**src/rtl/gray_pkg.sv**
```systemverilog
`default_nettype none
// +------------------------------------------------------------------+
// | Package   : gray_pkg                                             |
// | Purpose   : Shared state encoding, direction constants and a     |
// |             reference binary-to-Gray helper for the Gray         |
// |             sequence controller and its benches.                 |
// | Revision  : 1.0  initial release                                 |
// +------------------------------------------------------------------+
package gray_pkg;

  typedef enum logic [1:0] {
    ST_IDLE = 2'd0,
    ST_RUN  = 2'd1,
    ST_DONE = 2'd2
  } state_e;

  localparam logic DIR_UP = 1'b1;
  localparam logic DIR_DN = 1'b0;

  localparam int GRAY_MAX_W = 32;

  // Reference conversion, usable by benches at any width up to 32 bits.
  function automatic logic [GRAY_MAX_W-1:0] bin2gray(input logic [GRAY_MAX_W-1:0] b);
    return b ^ (b >> 1);
  endfunction

endpackage
`default_nettype wire

```
**src/rtl/binary_to_gray_code_converter.sv**
```systemverilog
`default_nettype none
// +------------------------------------------------------------------+
// | Module    : binary_to_gray_code_converter                        |
// | Purpose   : Purely combinational binary to reflected-Gray        |
// |             conversion (gray = bin ^ (bin >> 1)).                |
// | Revision  : 1.0  initial release                                 |
// +------------------------------------------------------------------+
module binary_to_gray_code_converter #(
  parameter int WIDTH = 4
) (
  input  logic [WIDTH-1:0] binary,
  output logic [WIDTH-1:0] gray_code
);

  assign gray_code = binary ^ (binary >> 1);

endmodule
`default_nettype wire

```
**src/rtl/gray_sequence_controller.sv**
```systemverilog
`default_nettype none
// +------------------------------------------------------------------+
// | Module    : gray_sequence_controller                             |
// | Purpose   : Walks a binary count from start_val to end_val (up   |
// |             or down, modulo 2^WIDTH) and streams the Gray code   |
// |             of each count on a valid/ready output.               |
// | Options   : define GRAY_CHECK_EN to add a sticky Gray-adjacency  |
// |             checker on accepted words (err output); otherwise    |
// |             err is tied low.                                     |
// | Revision  : 1.0  initial release                                 |
// +------------------------------------------------------------------+
module gray_sequence_controller
  import gray_pkg::*;
#(
  parameter int WIDTH      = 4,
  parameter bit CONTINUOUS = 1'b0
) (
  input  logic             clk,
  input  logic             rst,
  input  logic             start,
  input  logic             abort,
  input  logic             dir,
  input  logic [WIDTH-1:0] start_val,
  input  logic [WIDTH-1:0] end_val,
  output logic             out_valid,
  input  logic             out_ready,
  output logic [WIDTH-1:0] gray_out,
  output logic [WIDTH-1:0] bin_out,
  output logic             busy,
  output logic             done,
  output logic             err
);

  localparam logic [WIDTH-1:0] c_one = WIDTH'(1);

  state_e           state_q, state_d;
  logic [WIDTH-1:0] bin_q,   bin_d;
  logic [WIDTH-1:0] start_q, start_d;
  logic [WIDTH-1:0] end_q,   end_d;
  logic             dir_q,   dir_d;

  logic [WIDTH-1:0] w_gray;
  logic             w_accept;
  logic             w_at_end;

  // Gray word comes straight off the count register: no added latency.
  binary_to_gray_code_converter #(
    .WIDTH (WIDTH)
  ) u_b2g (
    .binary    (bin_q),
    .gray_code (w_gray)
  );

  assign out_valid = (state_q == ST_RUN);
  assign w_accept  = out_valid & out_ready;
  assign w_at_end  = (bin_q == end_q);

  assign gray_out  = w_gray;
  assign bin_out   = bin_q;
  assign busy      = (state_q != ST_IDLE);
  assign done      = (state_q == ST_DONE);

  // State, count and latched run parameters.
  always_ff @(posedge clk) begin
    if (rst) begin
      state_q <= ST_IDLE;
      bin_q   <= '0;
      start_q <= '0;
      end_q   <= '0;
      dir_q   <= 1'b0;
    end else begin
      state_q <= state_d;
      bin_q   <= bin_d;
      start_q <= start_d;
      end_q   <= end_d;
      dir_q   <= dir_d;
    end
  end

  // Next-state and count update; abort overrides everything and freezes the count.
  always_comb begin
    state_d = state_q;
    bin_d   = bin_q;
    start_d = start_q;
    end_d   = end_q;
    dir_d   = dir_q;
    if (abort) begin
      state_d = ST_IDLE;
    end else begin
      case (state_q)
        ST_IDLE: begin
          if (start) begin
            state_d = ST_RUN;
            bin_d   = start_val;
            start_d = start_val;
            end_d   = end_val;
            dir_d   = dir;
          end
        end
        ST_RUN: begin
          if (w_accept) begin
            if (!w_at_end) begin
              bin_d = (dir_q == DIR_UP) ? (bin_q + c_one) : (bin_q - c_one);
            end else if (CONTINUOUS) begin
              bin_d = start_q;
            end else begin
              state_d = ST_DONE;
            end
          end
        end
        ST_DONE: state_d = ST_IDLE;
        default: state_d = ST_IDLE;
      endcase
    end
  end

`ifdef GRAY_CHECK_EN
  logic [WIDTH-1:0] prev_q;
  logic             have_prev_q;
  logic             err_q;
  logic [WIDTH-1:0] w_diff;
  logic             w_step_ok;

  assign w_diff    = prev_q ^ w_gray;
  assign w_step_ok = (w_diff != '0) && ((w_diff & (w_diff - c_one)) == '0);

  // Remember the last accepted word; the first word of a run, and the first
  // word after a continuous-mode reload, have no predecessor to compare with.
  always_ff @(posedge clk) begin
    if (rst) begin
      prev_q      <= '0;
      have_prev_q <= 1'b0;
      err_q       <= 1'b0;
    end else if (!abort) begin
      if ((state_q == ST_IDLE) && start) begin
        have_prev_q <= 1'b0;
      end else if (w_accept) begin
        prev_q      <= w_gray;
        have_prev_q <= !(CONTINUOUS && w_at_end);
        if (have_prev_q && !w_step_ok) begin
          err_q <= 1'b1;
        end
      end
    end
  end

  assign err = err_q;
`else
  assign err = 1'b0;
`endif

endmodule
`default_nettype wire

```
**config.mk**
```make
export PLATFORM = sky130hd
export DESIGN_NAME = gray_sequence_controller
export DESIGN_NICKNAME = d
export VERILOG_FILES = /design/src/rtl/gray_pkg.sv /design/src/rtl/binary_to_gray_code_converter.sv /design/src/rtl/gray_sequence_controller.sv
export SDC_FILE = /design/constraint.sdc
export NUM_CORES = 1
export LEC_CHECK = 0
export ABC_AREA = 0
export CAP_MARGIN = 20
export CORE_MARGIN = 3
export CORE_UTILIZATION = 39
export DETAILED_ROUTE_END_ITERATION = 8
export PLACE_DENSITY = 0.74
export SETUP_SLACK_MARGIN = 0.02
export SKIP_CTS_REPAIR_TIMING = 1
export SYNTH_ARGS = -nofsm -noshare
export SYNTH_HDL_FRONTEND = slang
export SYNTH_SLANG_ARGS = --single-unit
```
**constraint.sdc**
```tcl
create_clock -name clk -period 1.5 [get_ports clk]
set_input_delay 0.375 -clock clk [delete_from_list [all_inputs] [get_ports clk]]
set_output_delay 0.375 -clock clk [all_outputs]
set_load 0.02 [all_outputs]
```
==> flow_summary.toml, run 1 <==
[outcome]
run_status = "finished, violations left"
failed_checks = "negative setup slack"

[clocking]
clockBufferDepth = 2
clk_root_buffer_cell = "sky130_fd_sc_hd__clkbuf_4"
cts_tree = "yes"
numCtsBuffers = 3
worst_skew_pair_later_pin_latency_ns = 0.27
post_cts_clock_slew_at_the_launch_and_capture_registers_of_the_worst_setup_and_hold_paths_ns = 0.08
h_tree_lvl_count = 1
clkSinkCount = 11

[placed_design]
port_buffers = 24
place_worst_setup_slack_ns = -0.341
place_congestion = 0.899
place.detailed.hpwl_um = 1470

[worst_setup_path]
path_class = "reg -> reg"
rr_endpoint = "bin_out[0]"
critical-path-slowest-cell = "sky130_fd_sc_hd__or4_1"
crit_path_cell_trace = "buf_4 -> xnor2_2 -> and4_4 -> or4_1 -> a31oi_1"
arrival_time_reported_for_the_critical_path_endpoint_ns = 1.81
worst_r2r_startpoint = "bin_out[2]"
worst_setup_path_end_kind = "flip-flop"
r2r_slack_ns = -0.11
critPathMaxFanout = 5
cp_data_required_time_ns = 1.70
cp_slowest_stage_delay_ns = 0.52
register_to_register_path_depth = 5
crit_path_start_kind = "flip-flop"
timing.critical_path.max_delay_family = "simple AND/OR/NAND/NOR gates"
critical_path.n_buffers_inverters = 1

[power_and_ir_drop]
total_power_uw = 933
leakagePower_uw = 0.000667
p_switching_uw = 313
internal_power_uw = 621
power_per_cell_area_nw_per_um2 = 738
netSwitchingFraction_pct = 33.5
max-vdd-ir-drop_mv = 0.660
combinationalPowerShare_pct = 42.2
share_seq_of_total_power_pct = 35.3
share_clk_of_total_power_pct = 22.4

[logic_synthesis]
synth_seq_cells = 11
synth.avg_cell_area_um2 = 8.68
synth_fp_nets = 102
distinct_cell_type_count_of_the_synthesized_netlist = 37
synthesis.instances = 85
seq_area_frac_synth_pct = 29.8
synth_edf_count = 0
synth.cell_area_um2 = 738
synth-main-ff-cell = "sky130_fd_sc_hd__dfxtp_1"
async_flop_share_pct = 0
ys_warn_count = 0

[final_layout]
total_of_fill_cells_in_the_finished_design = 152
fin_nets = 148
post_route_cells_drive_above_1_share_pct = 39.2
finish.utilization_pct = 71.7
seq_area_um2 = 233
antenna-diode-count = 0
multi_input_area_um2 = 512
synthToLayoutAreaGrowth_pct = 71.4

[hold_path]
hold_path_depth = 3
min_delay_worst_endpoint = "state_q[0]"
hold_path_startpoint = "abort"
min-delay-path-class = "in -> reg"

[drt]
viasPerCell = 5.08
routed_antenna_nets = 0
vias = 788
totalWireLength_um = 2130
detail_route.first_pass.iterations = 4
dr.first_iter.drc_count = 15
detail_route.wl_per_cell_um = 13.7
route.detailed.drc = 0

[floorplan]
die_width_um = 49.5
starting_density_of_the_core_pct = 41.8
num_io_pins = 26
design.die.area_um2 = 2450
die_h_um = 49.5
design.core.area_um2 = 1760
row_count = 15

[grt]
grt_first_pass_wirelength_um = 2940
grt_antenna_before_repair = 0
track_usage_pct = 15.7
total_grt_overflow = 0
grt_start_max_net_pins = 9
grt_pass1_vias = 687

[timing]
setup_viol_count_final = 3
post-route-worst-setup-slack_ns = -0.105
finalCriticalPeriod_ns = 1.61
grt_setup_unrepaired = "true"
slew_violations = 0
report.final.hold_viol_count = 0
clock-skew-final_ns = 0.00973
clock.fmax_mhz = 623
final.setup.tns_ns = -0.222
hold_slack_ns = 0.487
final_min_period_over_clock_period_pct = 107

[run]
cap_violations = 0
[kinds of logic (layout without fill, tap and decap cells)]
kind of cell	after synthesis	count (layout)	synth area share [%]
compound gates	17	17	14.7
xor+xnor	9	9	10.7
fa+ha+maj	3	3	6.10
buf+inv	11	56	8.98
flops	11	11	29.8
mux	7	7	9.66
other cells	1	1	0.508
simple gates	26	26	19.5
[worst register-to-register path, cell delays in order, from the launching register on]
cell	delay [ns]
sky130_fd_sc_hd__dfxtp_4	0.37
sky130_fd_sc_hd__buf_4	0.14
sky130_fd_sc_hd__xnor2_2	0.13
sky130_fd_sc_hd__and4_4	0.21
sky130_fd_sc_hd__or4_1	0.52
sky130_fd_sc_hd__a31oi_1	0.16
[cells in the mapped netlist, drive strengths merged (2+ instances only)]
| cell type | count | area share, % |
|---|---|---|
| xnor2 | 5 | 5.9 |
| nand4 | 2 | 1.7 |
| nor3 | 2 | 1.4 |
| xor2 | 4 | 4.7 |
| mux2i | 6 | 8.1 |
| nand3 | 3 | 2.0 |
| inv | 3 | 1.5 |
| nor2 | 8 | 4.1 |
| a31oi | 2 | 1.7 |
| a21oi | 8 | 5.4 |
| ha | 2 | 3.4 |
| nand2 | 3 | 1.5 |
| clkbuf | 2 | 1.2 |
| dfxtp | 11 | 30 |
| buf | 6 | 6.3 |
[routing by layer]
| metal | part of all wire (%) | global-route usage (%) |
|---|---|---|
| met1 | 39 | 18.6 |
| met2 | 52 | 26.8 |
| met3 | 7.2 | 4.83 |
| met4 | 1.1 | 5.53 |
| met5 | 0 | 0 |
[worst max-delay path by stage]
stage	cells past startpoint	to	slack, ns	start
6_report	5	bin_out[0]	-0.11	bin_out[2]
5_1_grt	5	bin_out[0]	-0.15	bin_out[1]
4_1_cts	3	out_valid	-0.33	state_q[1]
3_5_place_dp	5	bin_out[1]	-0.34	out_ready
3_3_place_gp	5	bin_out[0]	-0.27	start
2_1_floorplan	6	bin_out[0]	0.02	bin_out[2]
[area by class of cell]
cell class,count,area share [%]
sequential,11,18.4
clock inverter,1,0.396
clock buffer,3,1.78
tap,25,2.47
inverter,3,0.890
multi-input combinational,63,40.5
timing repair buffer,49,35.6
[metrics by stage]
stage / instances / instance area, µm²
6_report: 155 / 1260
3_3_place_gp: 146 / 1130
5_1_grt: 155 / 1260
4_1_cts: 150 / 1160
2_1_floorplan: 85 / 779
3_5_place_dp: 146 / 1130
[power groups by stage]
stage               sequential [µW]  combinational [µW]  clock (µW)
floorplan                       342                 209           0
global route                    334                 420         236
CTS                             329                 345         218
detailed placement              336                 344           0
finish                          330                 394         209
global placement                335                 336           0
[flip-flops by register name, indices dropped and copies added (netlist names)]
| name | flops |
|---|---|
| bin_out | 4 |
| dir_q | 1 |
| state_q | 2 |
| end_q | 4 |
[placed cells by master (no fill, tap or decap), types with 2 or more instances in the layout]
| cell type | count |
|---|---|
| sky130_fd_sc_hd__a21oi_1 | 8 |
| sky130_fd_sc_hd__a31oi_1 | 2 |
| sky130_fd_sc_hd__buf_4 | 24 |
| sky130_fd_sc_hd__buf_6 | 2 |
| sky130_fd_sc_hd__clkbuf_2 | 2 |
| sky130_fd_sc_hd__clkbuf_4 | 3 |
| sky130_fd_sc_hd__clkdlybuf4s50_1 | 10 |
| sky130_fd_sc_hd__dfxtp_1 | 7 |
| sky130_fd_sc_hd__dfxtp_4 | 3 |
| sky130_fd_sc_hd__dlymetal6s2s_1 | 11 |
| sky130_fd_sc_hd__ha_1 | 2 |
| sky130_fd_sc_hd__inv_2 | 2 |
| sky130_fd_sc_hd__mux2i_1 | 6 |
| sky130_fd_sc_hd__nand2_1 | 2 |
| sky130_fd_sc_hd__nand3_1 | 3 |
| sky130_fd_sc_hd__nand4_1 | 2 |
| sky130_fd_sc_hd__nor2_1 | 7 |
| sky130_fd_sc_hd__nor3_1 | 2 |
| sky130_fd_sc_hd__xnor2_1 | 2 |
| sky130_fd_sc_hd__xnor2_2 | 2 |
| sky130_fd_sc_hd__xor2_1 | 4 |
Note: power is estimated with default switching activity, not from simulation.
==> inputs of run 2 (changes only) <==
--- a/config.mk
+++ b/config.mk
@@ -12,2 +12,3 @@
 export DETAILED_ROUTE_END_ITERATION = 8
+export GPL_TIMING_DRIVEN = 1
 export PLACE_DENSITY = 0.74
--- a/constraint.sdc
+++ b/constraint.sdc
@@ -3,2 +3,2 @@
 set_output_delay 0.375 -clock clk [all_outputs]
-set_load 0.02 [all_outputs]
+set_load 0.01 [all_outputs]
==> run 2 against run 1 <==
Final area increased by 8.3%. Die area unchanged. Critical endpoint is now bin_out[1]. Non-clock buffer count rose by 4. Setup slack gained 0.035 ns. The run still ends with negative setup slack left. First-iteration DRC count shrank 6.7%. Clock skew is 0.0025 ns lower. Largest cell class unchanged. Worst hold slack got worse by 0.065 ns. Clock power is essentially flat. Flip-flop and latch count did not move. Critical path depth up 1. Critical path type unchanged. Sequential share of layout area decreased by 1.0 points.
==> flow_summary.toml, run 2 (synthesis gave the netlist of run 1 again) <==
[outcome]
run_status = "finished, violations left"
failed_checks = "negative setup slack"

[worst_setup_path]
path_class = "reg -> reg"
r2r_slack_ns = -0.07
worst_r2r_startpoint = "bin_out[2]"
critPathMaxFanout = 6
cp-startpoint = "bin_out[2]"
register_to_register_path_depth = 6
rr_endpoint = "bin_out[1]"
cp_data_required_time_ns = 1.67
worst_setup_path_end_kind = "flip-flop"
crit_path_start_kind = "flip-flop"
arrival_time_reported_for_the_critical_path_endpoint_ns = 1.74

[timing]
clock-skew-final_ns = 0.00728
slew_violations = 0
report.final.hold_viol_count = 0
setup_viol_count_final = 5
hold_slack_ns = 0.421
final_min_period_over_clock_period_pct = 105
finalCriticalPeriod_ns = 1.57
post-route-worst-setup-slack_ns = -0.0708
clock.fmax_mhz = 637
grt_setup_unrepaired = "true"

[floorplan]
die_width_um = 49.5
row_count = 15
design.die.area_um2 = 2450
design.core.area_um2 = 1760
starting_density_of_the_core_pct = 41.8
die_h_um = 49.5
num_io_pins = 26

[grt]
grt_start_max_net_pins = 9
track_usage_pct = 16.8
total_grt_overflow = 0
grt_pass1_vias = 758
grt_antenna_before_repair = 0
grt_first_pass_wirelength_um = 3170

[hold_path]
hold_path_startpoint = "abort"
hold_path_depth = 3
min_delay_worst_endpoint = "state_q[0]"
min-delay-path-class = "in -> reg"

[drt]
detail_route.wl_per_cell_um = 14.7
detail_route.first_pass.iterations = 4
totalWireLength_um = 2340
routed_antenna_nets = 0
vias = 804
dr.first_iter.drc_count = 14
route.detailed.drc = 0
viasPerCell = 5.06

[clocking]
numCtsBuffers = 3
worst_skew_pair_later_pin_latency_ns = 0.28
clkSinkCount = 11
post_cts_clock_slew_at_the_launch_and_capture_registers_of_the_worst_setup_and_hold_paths_ns = 0.08
cts_tree = "yes"
clockBufferDepth = 2
clk_root_buffer_cell = "sky130_fd_sc_hd__clkbuf_4"
h_tree_lvl_count = 1

[final_layout]
antenna-diode-count = 0
layout.cells.most_common_list = "25 x sky130_fd_sc_hd__buf_4, 11 x sky130_fd_sc_hd__clkdlybuf4s50_1, 10 x sky130_fd_sc_hd__dlymetal6s2s_1"
fin_nets = 152
synthToLayoutAreaGrowth_pct = 85.6
post_route_cells_drive_above_1_share_pct = 47.0
mostFrequentLayoutCell = "sky130_fd_sc_hd__buf_4"
final_cell_count_no_fill = 159

[placed_design]
place.detailed.hpwl_um = 1430
place_worst_setup_slack_ns = -0.332
instance_count_after_placement_with_tap_cells_included = 146
place_congestion = 0.815
port_buffers = 24

[power_and_ir_drop]
leakagePower_uw = 0.000682
max-vdd-ir-drop_mv = 0.613
total_power_uw = 985
power_per_cell_area_nw_per_um2 = 719

[run]
cap_violations = 0
[run 2: worst max-delay path by stage]
| stage | end | slack [ns] |
|---|---|---|
| floorplan | bin_out[2] | 0.04 |
| global placement | bin_out[0] | -0.30 |
| detailed placement | bin_out[0] | -0.33 |
| CTS | gray_out[0] | -0.32 |
| global route | bin_out[2] | -0.18 |
| finish | bin_out[1] | -0.07 |
[run 2: per-layer routing]
layer	global-route usage, %	up-vias	wire, µm
met5	0	-	0
met3	6.65	10	174
met2	27.9	30	1220
li1	-	393	-
met1	19.9	371	863
met4	5.07	0	80
[run 2: area by class of cell]
class | instances | area (µm²)
clock buffers | 4 | 26.3
fillers | 130 | 394
flip-flops and latches | 11 | 238
repair buffers | 53 | 487
well taps | 25 | 31.3
inverters | 3 | 11.3
multi-input cells | 63 | 577
[run 2: critical path, stage by stage (launching register included)]
cell and delay (ns):
sky130_fd_sc_hd__dfxtp_4 0.37, sky130_fd_sc_hd__buf_6 0.12, sky130_fd_sc_hd__buf_6 0.10, sky130_fd_sc_hd__xnor2_2 0.13, sky130_fd_sc_hd__and4_4 0.27, sky130_fd_sc_hd__a21oi_2 0.08
sky130_fd_sc_hd__a2111oi_2 0.37
[run 2: stage by stage]
step                      utilization [%]  instance area [µm²]  TNS [ns]
after floorplan                         -                  774         0
final                                77.7                 1370    -0.198
after detailed placement             63.9                 1130     -2.18
after global placement               63.9                 1130     -2.10
after CTS                            65.4                 1150     -2.75
after global routing                 77.7                 1370    -0.556
[run 2: where the power goes]
part | switching, µW | internal, µW
clock network | 109 | 103
registers | 25.8 | 308
logic | 188 | 251
total | 322 | 663
